==> config.mk <==
export PLATFORM = sky130hd
export DESIGN_NAME = move_check_arbiter
export DESIGN_NICKNAME = d
export VERILOG_FILES = /design/src/rtl/game_pkg.sv /design/src/rtl/rr_arbiter.sv /design/src/rtl/move_check_arbiter.sv
export SDC_FILE = /design/constraint.sdc
export NUM_CORES = 1
export LEC_CHECK = 0
export ABC_AREA = 0
export CAP_MARGIN = 5
export CORE_UTILIZATION = 35
export DETAILED_ROUTE_END_ITERATION = 8
export HOLD_SLACK_MARGIN = 0.08
export PLACE_DENSITY = 0.66
export SYNTH_ARGS = -nofsm -noshare
export SYNTH_HDL_FRONTEND = slang
export SYNTH_SLANG_ARGS = --single-unit
==> constraint.sdc <==
create_clock -name clk -period 4.3 [get_ports clk]
set_clock_uncertainty 0.2 [all_clocks]
set_input_delay 0.43 -clock clk [delete_from_list [all_inputs] [get_ports clk]]
set_output_delay 0.43 -clock clk [all_outputs]
set_load 0.05 [all_outputs]
==> src/rtl/game_pkg.sv <==
// Shared playfield constants and types for the movement / collision blocks.
package game_pkg;
    localparam int TILE       = 16;
    localparam int SCREEN_W   = 640;
    localparam int SCREEN_H   = 480;
    localparam int SPRITE     = 16;
    localparam int CORNER_OFF = SPRITE - 1;

    typedef enum logic [1:0] {IDLE, PROBE, RESP} mcState_t;

    typedef struct packed {
        logic [9:0] x;
        logic [8:0] y;
    } coord_t;
endpackage

==> src/rtl/rr_arbiter.sv <==
// Round-robin arbiter: the search starts just above the last winner; rrLast moves only when en is high.
module rr_arbiter #(
    parameter int NUM_REQ = 4,
    parameter int IDW     = $clog2(NUM_REQ)
) (
    input  logic               clk,
    input  logic               rst_n,
    input  logic [NUM_REQ-1:0] req,
    input  logic               en,
    output logic               anyReq,
    output logic [IDW-1:0]     grantId
);
    logic [IDW-1:0] rrLast;
    logic [IDW-1:0] cand;

    always_ff @(posedge clk) begin
        if (!rst_n)
            rrLast <= IDW'(NUM_REQ - 1);
        else if (en && anyReq)
            rrLast <= grantId;
    end

    always_comb begin
        anyReq  = 1'b0;
        grantId = rrLast;
        cand    = '0;
        for (int off = 1; off <= NUM_REQ; off++) begin
            cand = IDW'((int'(rrLast) + off) % NUM_REQ);
            if (!anyReq && req[cand]) begin
                anyReq  = 1'b1;
                grantId = cand;
            end
        end
    end
endmodule

==> src/rtl/move_check_arbiter.sv <==
// Shares the wall-lookup port among movers: grant, range-check, probe four sprite corners, ack the verdict.
module move_check_arbiter #(
    parameter int NUM_REQ  = 4,
    parameter int SPRITE   = game_pkg::SPRITE,
    parameter int SCREEN_W = game_pkg::SCREEN_W,
    parameter int SCREEN_H = game_pkg::SCREEN_H
) (
    input  logic                       clk,
    input  logic                       rst_n,
    input  logic [NUM_REQ-1:0]         req_valid,
    input  logic [NUM_REQ*10-1:0]      req_x,
    input  logic [NUM_REQ*9-1:0]       req_y,
    output logic [NUM_REQ-1:0]         req_ack,
    output logic                       resp_blocked,
    output logic [$clog2(NUM_REQ)-1:0] resp_id,
    output logic                       busy,
    output logic [9:0]                 map_x,
    output logic [8:0]                 map_y,
    input  logic                       map_is_wall
);
    import game_pkg::*;

    localparam int IDW = $clog2(NUM_REQ);
    localparam int OFF = SPRITE - 1;

    mcState_t state, stateNext;
    coord_t   g;
    logic [IDW-1:0] gId, arbId;
    logic           anyReq, blk, outOfRange;
    logic [1:0]     corner;
    logic [9:0]     heldX, probeX;
    logic [8:0]     heldY, probeY;
    logic [NUM_REQ-1:0][9:0] reqXArr;
    logic [NUM_REQ-1:0][8:0] reqYArr;

    assign reqXArr = req_x;
    assign reqYArr = req_y;

    rr_arbiter #(.NUM_REQ(NUM_REQ), .IDW(IDW)) u_arb (
        .clk     (clk),
        .rst_n   (rst_n),
        .req     (req_valid),
        .en      (state == IDLE),
        .anyReq  (anyReq),
        .grantId (arbId)
    );

    // Widened adds so a sprite hanging off the right/bottom edge cannot wrap back in range.
    assign outOfRange = ({1'b0, reqXArr[arbId]} + 11'(OFF) >= 11'(SCREEN_W)) ||
                        ({1'b0, reqYArr[arbId]} + 10'(OFF) >= 10'(SCREEN_H));

    // corner[0] selects the right edge, corner[1] the bottom edge.
    assign probeX = g.x + (corner[0] ? 10'(OFF) : 10'd0);
    assign probeY = g.y + (corner[1] ? 9'(OFF) : 9'd0);

    always_comb begin
        stateNext = state;
        case (state)
            IDLE:    if (anyReq) stateNext = outOfRange ? RESP : PROBE;
            PROBE:   if (corner == 2'd3) stateNext = RESP;
            RESP:    stateNext = IDLE;
            default: stateNext = IDLE;
        endcase
    end

    always_ff @(posedge clk) begin
        if (!rst_n) begin
            state  <= IDLE;
            g      <= '0;
            gId    <= '0;
            blk    <= 1'b0;
            corner <= 2'd0;
            heldX  <= '0;
            heldY  <= '0;
        end else begin
            state <= stateNext;
            case (state)
                IDLE: if (anyReq) begin
                    g.x    <= reqXArr[arbId];
                    g.y    <= reqYArr[arbId];
                    gId    <= arbId;
                    blk    <= outOfRange;
                    corner <= 2'd0;
                end
                PROBE: begin
                    blk    <= blk | map_is_wall;
                    corner <= corner + 2'd1;
                    heldX  <= probeX;
                    heldY  <= probeY;
                end
                default: ;
            endcase
        end
    end

    // Lookup address is live only while probing; otherwise the last probed corner is held.
    assign map_x        = (state == PROBE) ? probeX : heldX;
    assign map_y        = (state == PROBE) ? probeY : heldY;
    assign busy         = (state != IDLE);
    assign resp_id      = gId;
    assign resp_blocked = (state == RESP) && blk;

    always_comb begin
        req_ack = '0;
        if (state == RESP) req_ack[gId] = 1'b1;
    end
endmodule

# Word level (Yosys, flattened, before mapping)
# Cells that the tools add are included.
# op_classes
n_addsub	9
order_cmp	9
eq_ne	5
muxes	35
n_bitwise	1
reduce_logical	16
# op_table
operator	n
$bmux W10 S2	1
$mux W10	2
$bmux W9 S2	1
$lt A2 B3 Y1 const B	6
$mux W9	2
$mux W2	8
$mux W4	3
$add A10 B4 Y11 const B	1
$ge A11 B10 Y1 const B	1
$add A10 B4 Y10	1
$add A9 B4 Y10 const B	1
$ge A10 B9 Y1 const B	1
$mux W1	10
$add A9 B4 Y9	1
$bmux W1 S2	4
$pmux W2 S2	2
$add A2 B1 Y2 const B	3
$logic_and A1 B1 Y1	6
$reduce_and A2 Y1	3
$add A2 B2 Y2 const B	2
$eq A2 B2 Y1 const B	2
$ne A2 B2 Y1 const B	2
$reduce_bool A2 Y1	2
$logic_not A1 Y1	3
other kinds (7)	7
# word_totals
register_bits	47
output_inout_bits	27
word_cells	84

# Depth between registers and ports, before layout
# Gate-level depths: netlist (run 1).
# logic_depth
depth_word	21
mapped_depth	13

# Modules after synthesis
# From an unflattened synthesis (run 1), not the netlist that was laid out.
# hier_totals
cells_unflattened	323
area_unflattened_um2	2875.3
# by_module_without_submodules
module	instances	cells_each	area_each_um2	seq_area_each_um2
move_check_arbiter	1	299	2692.6	900.9
rr_arbiter	1	24	182.7	40.0

# Least setup slack after synthesis (run 1)
# Ideal clock, no wire load.
# synth_timing
path_type	reg2out
from	register corner[1]
to	output map_y[8]
arrival_time_ps	2801
required_ps	3670
setup_slack_ps	869
stages_incl_launch_ff	11
n_path_buf	0
cell_sequence	dfxtp_1 > ha_1 > inv_1 > fa_1 > nor2b_1 > o21ai_0 > nand2b_1 > and2_1 > nand4_1 > xor2_1 > o21ai_0
# synth_between
elab_chain_len	3
# synth_rtl
element	line_no	rtl
start: declaration	move_check_arbiter.sv:30	logic [1:0] corner;
start signal: assignment	move_check_arbiter.sv:87	corner <= corner + 2'd1;
$mux W4	move_check_arbiter.sv:54	assign probeY = g.y + (corner[1] ? 9'(OFF) : 9'd0);
$add A9 B4 Y9	move_check_arbiter.sv:54	
$mux W9	--	
end: declaration	move_check_arbiter.sv:18	output logic [8:0] map_y,
# Every way passes these cells.

# Final worst setup path (run 1)
# Ends and elaborated chain as after synthesis.

==> results of run 1 <==
## area by class of cell
type | count | area [sq um] | share of cell area, %
inverter | 8 | 30.03 | 0.7162
multi-input combinational | 320 | 1847 | 44.05
clock buffer | 8 | 100.1 | 2.387
timing repair buffer | 116 | 1144 | 27.28
sequential | 47 | 940.9 | 22.44
tap | 105 | 131.4 | 3.133
## logic make-up after synthesis
family,synth area share [%]
muxes,4.991
and+or+nand+nor,29.39
buffers and inverters,5.332
xor gates and xnor gates,3.584
DFF,32.08
adders and majority gates,5.205
AOI/OAI and AO/OA,19.41
## per-layer routing
metal | wire [um] | track usage (%)
met1 | 3720 | 24.13
met2 | 3373 | 28.25
met3 | 381 | 3.171
met4 | 100 | 5.385
met5 | 0 | 0
## worst max path at each step
| stage | from | to | slack [ns] | cells past startpoint |
|---|---|---|---|---|
| 6_report | corner[1] | map_y[8] | 0.53 | 11 |
| 5_1_grt | corner[1] | map_y[8] | 0.20 | 11 |
| 4_1_cts | corner[1] | map_y[8] | 0.50 | 11 |
| 3_5_place_dp | corner[1] | map_y[8] | 0.84 | 11 |
| 3_3_place_gp | corner[1] | map_y[8] | 0.89 | 11 |
| 2_1_floorplan | corner[1] | map_y[8] | 0.87 | 10 |
## flip-flops by register name (all words and copies together) (netlist names)
signal / flops
blk: 1
corner: 2
u_arb.rrLast: 2
state: 2
resp_id: 2
heldX: 10
g: 19
heldY: 9
## cell usage after synthesis
cell type	instances
nand2_1	115
dfxtp_1	47
a21oi_1	36
o21ai_0	24
and2_1	21
nor2_1	17
clkbuf_1	15
ha_1	9
mux2i_1	9
xor2_1	9
a32oi_1	8
inv_1	8
nand3_1	8
nor2b_1	8
a31oi_1	6
nand2b_1	6
buf_2	5
mux2_2	5
a311o_1	3
buf_4	3
nor3_1	3
o31ai_1	3
xnor2_1	3
a21o_1	2
a21oi_2	2
and3_1	2
and3b_1	2
buf_6	2
fa_1	2
nor4_1	2
o21a_1	2
or2_2	2
a211o_1	1
a311oi_2	1
a32o_1	1
nand4_1	1
nor3_2	1
nor3b_1	1
o2bb2ai_1	1
o311a_1	1
o32ai_1	1
or3_1	1
or4_1	1
## power groups by stage
stage	combinational [mW]	clock, mW	sequential [mW]
finish	1.56	0.288	0.702
global route	1.71	0.318	0.722
CTS	1.57	0.299	0.702
detailed placement	1.57	0	0.711
global placement	1.55	0	0.706
floorplan	1.14	0	0.698
## critical path, delay by kind of cell (launching register included)
kind / cells / cell delay [ns]
compound gates: 2 / 0.25
xor+xnor: 1 / 0.16
fa+ha+maj: 2 / 0.61
buf+inv: 2 / 0.89
flops: 1 / 0.45
simple gates: 4 / 0.49
## through the flow
step                      util (%)  instances  area, sq um
final                        51.29        604         4193
after global routing         51.29        604         4193
after CTS                    51.29        604         4193
after detailed placement     50.06        596         4093
after global placement       50.06        596         4093
after floorplan                  -        400         2933
==> reports/results.txt, run 1 <==
First-pass DRT Iterations - 4
Antenna Violating Nets Remaining - 0
Final setup violation count - 0
Hold path depth - 2
CP Max Fanout - 7
# rows - 33
Yosys cell types - 43
Synthesis Warnings - 0
Status - finished clean
Pre-CTS WS - 0.8368 ns
Clock buffer count from CTS - 5
Port Buf Inserts - 109
Critical Path Source Type - flop
Yosys top cell by area - dfxtp_1
Combinational share of power - 61.2%
#FFs+latches synth - 47
Fillers - 808
DRC viols - 0
CTS clk-pin slew, worst paths - 0.09 ns
Clk pwr share - 11.3%
Number of global-route vias before repair - 2711
Internal power - 1.323 mW
Routed len/inst - 12.54 um
CP max stage cell - clkdlybuf4s50_1
R2r setup slk - 1.34 ns
Io pins - 110
Core Area - 8175 sq um
Critical path class - flop to primary output
Vert. Die Dim - 93.54 um
CTS tree - yes
Worst Path Required - 3.67 ns
Syn Area/Cell - 7.332 sq um
Most frequent CP cell - o21ai_0
Post-CTS setup buffer count - 0
Nets@finish - 592
Top cell type's share of synthesized area - 32.08%
Ant diodes - 0
CTS resizes - 0
CTS Buffer Depth - 2
R2R Path Start - u_arb.rrLast[1]
Most frequent cells in the layout - nand2_1, clkdlybuf4s50_1, dfxtp_1
Critical path endpoint category - primary output
Post-route setup TNS - 0 ns
Reg-to-Reg End - state[1]
Total GRT Usage - 17.69%
H-tree levels - 2
Slew Viols, Final - 0
Final Hold Fails - 0
Data arrival time of the worst path - 3.14 ns
Worst hold margin - 0.2671 ns
HP Start - g[0]
Commonest non-fill, non-tap cell in the layout - nand2_1
Clock Latency Late Sink - 0.29 ns
FMAX - 264.9 MHz
Initial antenna violation count - 0
Total die area - 8750 sq um
Reg2Reg Depth - 10
Final WL - 7.575 mm
Clock Sinks - 47
Final Power - 2.549 mW
Crit path time final - 3.774 ns
Seq/Total Area, Yosys - 32.08%
Largest net degree at the start of global routing - 32
Initial Utilization - 35.87%
Post-DP HPWL - 6.041 mm
Lkg Pwr - 1.650 nW
RSZ-0062 raised after global routing - no
First-pass GRT wire length - 12.42 mm
CTS Hold Buffers Added - 0
Syn-to-layout area delta - 42.96%
Reg power frac - 27.5%
Synth top area cells - dfxtp_1, nand2_1, a21oi_1
Setup WS post-layout - 0.5255 ns
Net Sw Frac - 48.11%
Vias/cell - 4.904
Post-Syn Instances - 400
Max stage delay on crit path - 0.84 ns
Slew headroom - 46.93%
Via count - 2962
Fraction of layout cells with a size suffix above 1 - 5.010%
Syn nets - 494
WHS Endpoint - g[0]
Die X - 93.54 um
Pwr dens - 607.9 nW/um^2
CP Cell Sequence - ha_1, inv_1, fa_1, nor2b_1, o21ai_0, nand2b_1, and2_1, nand4_1, xor2_1, o21ai_0, clkdlybuf4s50_1
Least-Margin Pin Slew - 0.7960 ns
Mapped cell area - 2933 sq um
Peak VDD IR - 0.0002179 V
Clk root buf - clkbuf_8
Number of max-cap violations - 0
Sw Pwr - 1.226 mW
Initial drt markers - 121
Tcrit/Tclk final - 87.78%
Min-delay worst type - flop to flop
RePlAce Congestion - 0.8102
Global route overflow - 0
No activity file was read; power rests on OpenSTA's default activity.
==> run 2: changes to the inputs <==
- GPL_TIMING_DRIVEN: default -> 0
==> reports/results.txt, run 2 (synthesis results as in run 1) <==
Vias/cell - 4.965
Highest metal used - met4
Area of the multi-input gates - 1836 sq um
Commonest non-fill, non-tap cell in the layout - nand2_1
CTS Buffer Depth - 2
Lkg Pwr - 1.691 nW
FMAX - 258.3 MHz
Number of max-cap violations - 0
Top flop regs - g: 19 flops, heldX: 10 flops, heldY: 9 flops
CTS clk-pin slew, worst paths - 0.09 ns
Peak VDD IR - 0.0002457 V
CP Max Fanout - 7
CTS Hold Buffers Added - 0
Slew headroom - 65.44%
Least-Margin Pin Slew - 0.5185 ns
Crit path time final - 3.871 ns
RSZ-0062 raised after global routing - no
Crit. Startpoint - corner[1]
First-pass GRT wire length - 13.55 mm
Final setup violation count - 0
Initial Utilization - 35.87%
Core Area - 8175 sq um
Post-CTS setup buffer count - 0
Fraction of layout cells with a size suffix above 1 - 5.609%
Data arrival time of the worst path - 3.24 ns
Fillers - 806
Hold path depth - 2
Slew Viols, Final - 0
Max stage delay on crit path - 0.85 ns
First-pass DRT Iterations - 4
H-tree levels - 2
Min-delay worst type - flop to flop
Most frequent cells in the layout - nand2_1, clkdlybuf4s50_1, dfxtp_1
Total die area - 8750 sq um
Routed len/inst - 13.03 um
Initial antenna violation count - 0
Die X - 93.54 um
Largest net degree at the start of global routing - 16
Buf+Inv Stages, Crit Path - 2
Worst Path Required - 3.67 ns
Most frequent CP cell - o21ai_0
CP Cell Sequence - ha_1, inv_1, fa_1, nor2b_1, o21ai_0, nand2b_1, and2_1, nand4_1, xor2_1, o21ai_0, clkdlybuf4s50_1
WHS Endpoint - g[0]
Syn-to-layout area delta - 46.33%
# rows - 33
R2R Path Start - u_arb.rrLast[1]
Clock buffer count from CTS - 5
Critical Path Source Type - flop
Met2 WL - 3.868 mm
Met1 wire length - 3.777 mm
Reg-to-Reg End - state[0]
Io pins - 110
Final design utilization - 52.49%
Final Hold Fails - 0
CP max stage cell - clkdlybuf4s50_1
CTS resizes - 0
Via count - 3088
FF+latch area - 940.9 sq um
CP top delay family - buffers and inverters
Port Buf Inserts - 109
Antenna Violating Nets Remaining - 0
Final Power - 2.721 mW
Final WL - 8.102 mm
Critical path class - flop to primary output
Largest Register - g
Vert. Die Dim - 93.54 um
HP Start - g[0]
RePlAce Congestion - 0.7833
Tcrit/Tclk final - 90.03%
DRC viols - 0
R2r setup slk - 1.38 ns
Total GRT Usage - 19.34%
Max reg flops - 19
Clock Sinks - 47
Pre-CTS WS - 0.7643 ns
Status - finished clean
Pwr dens - 634.1 nW/um^2
Clk root buf - clkbuf_8
Number of global-route vias before repair - 3014
Ant diodes - 0
Clock Latency Late Sink - 0.31 ns
Setup WS post-layout - 0.4286 ns
Post-DP HPWL - 6.627 mm
Reg2Reg Depth - 12
CTS tree - yes
Post-route setup TNS - 0 ns
Initial drt markers - 144
Nets@finish - 610
Metal3 WL - 360 um
Critical path endpoint category - primary output
Global route overflow - 0
run 2: cell types whose count changed in the layout (fill, tap and decap cells not counted), moves of 2 or more:
| cell | change |
|---|---|
| clkbuf_1 | +14 |
| clkbuf_8 | -2 |
| buf_6 | +2 |
| buf_2 | +5 |
| buf_4 | -4 |
| bufinv_16 | +2 |
run 2: how the worst max path moves through the flow:
stage,endpoint,cells after the start
floorplan,map_y[8],10
global placement,map_y[8],11
detailed placement,map_y[8],11
CTS,map_y[8],11
global route,map_y[8],11
finish,map_y[8],11
run 2: worst min-delay path, stage by stage, from the launching register on:
cell and delay, ns:
dfxtp_1 0.33, nand2_1 0.05, a21oi_1 0.05
run 2: layout make-up:
class                      instances  area share, %
buffer                            25          2.945
clock buffer                       5          1.603
clock inverter                     3          1.574
inverter                           8         0.6997
multi-input combinational        320          42.77
sequential                        47          21.92
tap                              105          3.061
timing repair buffer             109          25.42
run 2: power breakdown:
group / switching [mW] / total (mW) / internal, mW
logic: 1.02 / 1.64 / 0.623
clock network: 0.156 / 0.388 / 0.232
registers: 0.114 / 0.696 / 0.581
total: 1.29 / 2.72 / 1.44
run 2: stage by stage:
stage                     hold slack [ns]  cell area [sq um]  std cells
after CTS                          0.2735               4292        622
after global placement             0.2550               4155        614
after detailed placement           0.2601               4155        614
after global routing               0.2910               4292        622
final                              0.2735               4292        622
after floorplan                    0.2406               2933        400
run 2: metal layers:
| metal | GRT usage (%) | vias to the layer above |
|---|---|---|
| li1 | - | 1595 |
| met1 | 24.44 | 1403 |
| met2 | 33.76 | 81 |
| met3 | 2.846 | 9 |
| met4 | 5.897 | 0 |
| met5 | 0 | - |
